<file path="src/rtl/bang_bank.sv">
// Multi-channel damped two-pole "crash" resonator bank with one shared multiplier pair.
// Channels are computed one per cycle after each sample strobe, then summed and saturated.
module bang_bank #(
  parameter int CHANNELS  = 2,
  parameter int CRSH_W    = 4,
  parameter int OUT_W     = 16,
  parameter int A1_Q14    = 32745,
  parameter int A2_Q14    = 16364,
  parameter int KICK_GAIN = 16,
  parameter int FLOOR     = 4
) (
  input  logic                       clk,
  input  logic                       reset_n,
  input  logic                       clk_en_48KHz,
  input  logic [CHANNELS*CRSH_W-1:0] crsh,
  output logic signed [OUT_W-1:0]    out,
  output logic [CHANNELS-1:0]        active,
  output logic                       sample_valid
);

  localparam int CW = (CHANNELS > 1) ? $clog2(CHANNELS) : 1;
  localparam int SW = 24 + $clog2(CHANNELS) + 1;
  localparam int PW = 48;

  localparam logic signed [PW-1:0] A1_S  = PW'(A1_Q14);
  localparam logic signed [PW-1:0] A2_S  = PW'(A2_Q14);
  localparam logic signed [PW-1:0] K_S   = PW'(KICK_GAIN);
  localparam logic signed [PW-1:0] FL_S  = PW'(FLOOR);
  localparam logic signed [PW-1:0] Y_MAX = PW'(8388607);
  localparam logic signed [PW-1:0] Y_MIN = -PW'(8388608);
  localparam logic signed [SW-1:0] O_MAX = SW'((2 ** (OUT_W - 1)) - 1);
  localparam logic signed [SW-1:0] O_MIN = -O_MAX - SW'(1);

  typedef enum logic [1:0] {IDLE, CALC, MIX} state_t;

  state_t                      state_q, state_d;
  logic [CW-1:0]               ch_q, ch_d;
  logic [CHANNELS*CRSH_W-1:0]  snap_q, snap_d;
  logic [CHANNELS*CRSH_W-1:0]  last_q, last_d;
  logic signed [23:0]          y1_q [CHANNELS];
  logic signed [23:0]          y1_d [CHANNELS];
  logic signed [23:0]          y2_q [CHANNELS];
  logic signed [23:0]          y2_d [CHANNELS];
  logic [CHANNELS-1:0]         act_q, act_d;
  logic                        upd_q, upd_d;
  logic signed [OUT_W-1:0]     sum_q, sum_d;
  logic signed [OUT_W-1:0]     out_q, out_d;
  logic [CHANNELS-1:0]         active_q, active_d;
  logic                        valid_q, valid_d;

  logic [CRSH_W-1:0]           cur_snap, cur_last;
  logic signed [PW-1:0]        y1_ext, y2_ext, snap_ext, diff, ynew_ext;
  logic signed [23:0]          y_new, y_kick;
  logic                        kick, small_new, small_old;
  logic signed [SW-1:0]        mix_sum;

  function automatic logic signed [23:0] sat24(input logic signed [PW-1:0] v);
    if (v > Y_MAX) return 24'sh7FFFFF;
    if (v < Y_MIN) return 24'sh800000;
    return v[23:0];
  endfunction

  // Shared datapath: operands are muxed from whichever channel CALC is visiting.
  always_comb begin
    cur_snap  = snap_q[int'(ch_q)*CRSH_W +: CRSH_W];
    cur_last  = last_q[int'(ch_q)*CRSH_W +: CRSH_W];
    y1_ext    = PW'(y1_q[ch_q]);
    y2_ext    = PW'(y2_q[ch_q]);
    snap_ext  = PW'(cur_snap);
    kick      = (cur_snap != '0) && (cur_snap != cur_last);
    diff      = (A1_S * y1_ext) - (A2_S * y2_ext);
    y_new     = sat24(diff >>> 14);
    y_kick    = sat24(snap_ext * K_S);
    ynew_ext  = PW'(y_new);
    small_new = (ynew_ext > -FL_S) && (ynew_ext < FL_S);
    small_old = (y1_ext > -FL_S) && (y1_ext < FL_S);
    mix_sum   = '0;
    for (int i = 0; i < CHANNELS; i++) begin
      mix_sum = mix_sum + SW'(y1_q[i]);
    end
  end

  always_comb begin
    state_d  = state_q;
    ch_d     = ch_q;
    snap_d   = snap_q;
    last_d   = last_q;
    y1_d     = y1_q;
    y2_d     = y2_q;
    act_d    = act_q;
    upd_d    = 1'b0;
    sum_d    = sum_q;
    out_d    = out_q;
    active_d = active_q;
    valid_d  = 1'b0;
    if (upd_q) begin
      out_d    = sum_q;
      active_d = act_q;
      valid_d  = 1'b1;
    end
    case (state_q)
      IDLE: begin
        if (clk_en_48KHz) begin
          snap_d  = crsh;
          ch_d    = '0;
          state_d = CALC;
        end
      end
      CALC: begin
        last_d[int'(ch_q)*CRSH_W +: CRSH_W] = cur_snap;
        if (kick) begin
          y1_d[ch_q]  = y_kick;
          y2_d[ch_q]  = '0;
          act_d[ch_q] = 1'b1;
        end else if (act_q[ch_q] && !(small_new && small_old)) begin
          y2_d[ch_q] = y1_q[ch_q];
          y1_d[ch_q] = y_new;
        end else begin
          y1_d[ch_q]  = '0;
          y2_d[ch_q]  = '0;
          act_d[ch_q] = 1'b0;
        end
        if (ch_q == CW'(CHANNELS - 1)) state_d = MIX;
        else                           ch_d    = ch_q + 1'b1;
      end
      MIX: begin
        if (mix_sum > O_MAX)      sum_d = O_MAX[OUT_W-1:0];
        else if (mix_sum < O_MIN) sum_d = O_MIN[OUT_W-1:0];
        else                      sum_d = mix_sum[OUT_W-1:0];
        upd_d   = 1'b1;
        state_d = IDLE;
      end
      default: state_d = IDLE;
    endcase
  end

  always_ff @(posedge clk or negedge reset_n) begin
    if (!reset_n) begin
      state_q  <= IDLE;
      ch_q     <= '0;
      snap_q   <= '0;
      last_q   <= '0;
      y1_q     <= '{default: '0};
      y2_q     <= '{default: '0};
      act_q    <= '0;
      upd_q    <= 1'b0;
      sum_q    <= '0;
      out_q    <= '0;
      active_q <= '0;
      valid_q  <= 1'b0;
    end else begin
      state_q  <= state_d;
      ch_q     <= ch_d;
      snap_q   <= snap_d;
      last_q   <= last_d;
      y1_q     <= y1_d;
      y2_q     <= y2_d;
      act_q    <= act_d;
      upd_q    <= upd_d;
      sum_q    <= sum_d;
      out_q    <= out_d;
      active_q <= active_d;
      valid_q  <= valid_d;
    end
  end

  assign out          = out_q;
  assign active       = active_q;
  assign sample_valid = valid_q;

endmodule

</file>
<file path="config.mk">
export PLATFORM = sky130hd
export DESIGN_NAME = bang_bank
export DESIGN_NICKNAME = d
export VERILOG_FILES = /design/src/rtl/bang_bank.sv
export SDC_FILE = /design/constraint.sdc
export NUM_CORES = 1
export LEC_CHECK = 0
export CORE_ASPECT_RATIO = 1.4
export CORE_MARGIN = 2
export CORE_UTILIZATION = 68
export DETAILED_ROUTE_END_ITERATION = 6
export PLACE_DENSITY = 0.95
export SETUP_SLACK_MARGIN = 0.05
export SYNTH_ARGS = -nofsm -noshare
export SYNTH_HDL_FRONTEND = slang
export SYNTH_SLANG_ARGS = --single-unit
</file>
<file path="constraint.sdc">
create_clock -name clk -period 29.3 [get_ports clk]
set_clock_uncertainty 0.15 [all_clocks]
set_input_delay 5.86 -clock clk [delete_from_list [all_inputs] [get_ports clk]]
set_output_delay 5.86 -clock clk [all_outputs]
set_load 0.1 [all_outputs]
</file>
==> flow_summary.ini <==
[min_path]
hold_class = register to register
min_from = y2_q[42]
hold_path_depth = 2
hold_path_end = y2_q[42]

[floorplanning]
pin_count = 30
die_area_um2 = 38200
initial_core_util_pct = 68.4
die_x_um = 166
std_cell_rows = 83
die_y_um = 231
coreArea_um2 = 36500

[timing]
hold_viol = 0
rsz0062_at_grt = no
worst_pin_slew_ns = 1.34
tns_ns = 0
relSlewSlack_pct = 8.03
holdWs_ns = 0.337
setup_viol = 0
final_max_slew_viol_count = 0
final.period_utilization_pct = 51.7
fmax_mhz = 66.0
fin_crit_ns = 15.14

[finish]
multi_input_area_um2 = 18400
register_area_um2 = 3830
fin_cells = 3121
drive_above_1_share_pct = 4.48
final_nets = 3334
area_growth_pct = 5.56
n_antenna_cell = 0
num-fill-cells = 2504

[routing]
drc_errors = 0
drt_pass1_iterations = 6
routedWlPerCell_um = 20.7
initialDrtViolationCount = 1750
detailroute.via_count = 19041
drt_wl_total_mm = 64.5
vias_per_cell = 6.10
final_antenna_net_count = 0

[setup_path]
path_common_cell = fa_1
ff2ff_path_depth = 45
max_stage_delay_ns = 1.16
arrival_ns = 15.27
reg2reg_to = y1_q[40]
r2r_start = ch_q
cp_slowest_cell = mux2i_1
startpoint_type = register
end_kind = register
crit_fanout = 72
reg2reg_slack_ns = 14.16
criticalPathCategory = register to register
required_ns = 29.43
cp-startpoint = ch_q

[placed_design]
dp_cells = 3089
port_buffers = 29
dp_hpwl_mm = 52.9
place_congestion = 0.980

[clock_tree]
cts.repair.resized = 0
cts_root_buf = clkbuf_16
cts_tree = built
cts.sinks = 153
clkSlewWorstSetupHoldPaths_ns = 0.06
cts_made_buffers = 17
h-tree-depth = 4
post_cts_buffers = 0
cts_buffer_depth = 2
post_cts_hold_buffer_count = 0
clk_latency_ns = 0.45

[yosys]
synthArstFlopShare_pct = 100
ys.warnings.count = 0
yosysSeqAreaShare_pct = 15.4
synth_area_um2 = 24900
ys.flop_type = dfrtp_1
synth-edff-count = 0
ys_types = 78
synth_area_per_cell_um2 = 9.45
ys_seq_elements = 153
syn_inst = 2637

[global_routing]
grt_use_met1_pct = 41.2
grt_pass1_vias = 20749
grt.overflow.total = 0
met3_usage_pct = 4.32
grt_max_degree = 96
grt_antenna_before_repair = 0
track_usage_pct = 35.5
grtUsageMet2_pct = 62.2
busiest_layer = met2
grt_first_pass_wirelength_mm = 107

[flow_run]
drv_cap = 0

[run_status]
status = finished clean
[final cells by class]
type	count	area share, %
Clock inverter	12	0.623
Clock buffer	20	1.70
Multi-Input combinational cell	1767	70.0
Tap cell	467	2.22
Inverter	657	9.37
Sequential cell	153	14.6
Timing Repair Buffer	45	1.56
[worst max path at each step]
stage          endpoint  cells past startpoint
4_1_cts        y1_q[40]                     45
3_3_place_gp   y1_q[43]                     43
2_1_floorplan  y1_q[27]                     50
3_5_place_dp   y1_q[43]                     43
5_1_grt        y2_q[35]                     46
6_report       y1_q[40]                     45
[registers in the layout (all words and copies together), names as in the netlist, named ones only]
register and flops:
y1_q 48, active 2, ch_q 1, out 16
upd_q 1, y2_q 48, sum_q 16, last_q 8
sample_valid 1, snap_q 8, state_q 2
[cell families (layout without fill, tap and decap cells)]
logic type	Yosys count	count (layout)	synth area share (%)
muxes	63	63	2.71
and+or+nand+nor	439	439	8.42
adders and majority gates	682	682	46.2
DFF	153	153	15.4
other	2	7	0.0301
AOI/OAI and AO/OA	465	465	12.4
xor gates and xnor gates	111	111	3.90
buffers and inverters	722	734	11.0
[layer usage]
| metal | vias up | share of wire [%] |
|---|---|---|
| met4 | 0 | 8.2 |
| met1 | 9441 | 36 |
| li1 | 8419 | - |
| met2 | 896 | 50 |
| met3 | 285 | 5.7 |
| met5 | - | 0 |
[synth_stat cells, types with 6 or more instances]
cell      count  area share, %
a211o_1       6           0.21
a211oi_1      9           0.27
a21o_1       38            1.1
a21oi_1     111            2.2
a22o_1       23           0.81
a31o_2        8           0.28
a31oi_1      16           0.40
a31oi_2      10           0.50
and3_1       14           0.35
buf_1        10           0.15
buf_2        14           0.28
clkbuf_1     40           0.60
dfrtp_1     153             15
fa_1        397             32
ha_1        285             14
inv_1       656            9.9
mux2_2       28            1.3
mux2i_1      33            1.3
nand2_1     182            2.7
nand2b_1     14           0.35
nand3_1      24           0.48
nand4_1      17           0.43
nor2_1       87            1.3
nor2b_1      11           0.28
nor3_1       28           0.56
nor3b_1       6           0.18
nor4_1        9           0.23
nor4b_1       6           0.21
o211ai_1     11           0.33
o21a_1       37            1.1
o21ai_0      66            1.3
o21ai_1      41           0.82
o21bai_1     14           0.42
o22a_1        9           0.32
o22ai_1      21           0.53
o31ai_1       8           0.24
or3_1        11           0.28
xnor2_1      72            2.5
xor2_1       39            1.4
[per-stage QoR]
step                util, %  instance area [um^2]  worst slack (ns)
finish                 72.2                 26300             14.16
global route           72.2                 26300             13.49
CTS                    72.2                 26300             14.48
detailed placement     70.5                 25700             14.58
global placement       70.5                 25700             14.91
floorplan                 -                 24900             16.05
[worst max-delay path: cells and delay by family, from the launching register on]
kind / cells / cell delay [ns]
AOI/OAI and AO/OA: 14 / 3.53
xor gates and xnor gates: 1 / 0.36
adders and majority gates: 13 / 5.86
buffers and inverters: 9 / 1.91
DFF: 1 / 0.42
muxes: 1 / 1.16
and+or+nand+nor: 7 / 1.49
[cells in the final DEF, fill, tap and decap left out, types with 21 or more instances in the layout]
cell             count
mux2_2              28
inv_1              656
a21oi_1            111
nand3_1             24
o22ai_1             21
dfrtp_1            152
o21ai_0             65
clkdlybuf4s50_1     28
xnor2_1             72
o21ai_1             41
nor3_1              27
fa_1               397
nand2_1            182
ha_1               285
a22o_1              23
mux2i_1             32
xor2_1              39
o21a_1              37
nor2_1              87
a21o_1              38
Power is not shown: default switching activity piles up to over one toggle a cycle in this logic, so the estimate is an artifact.
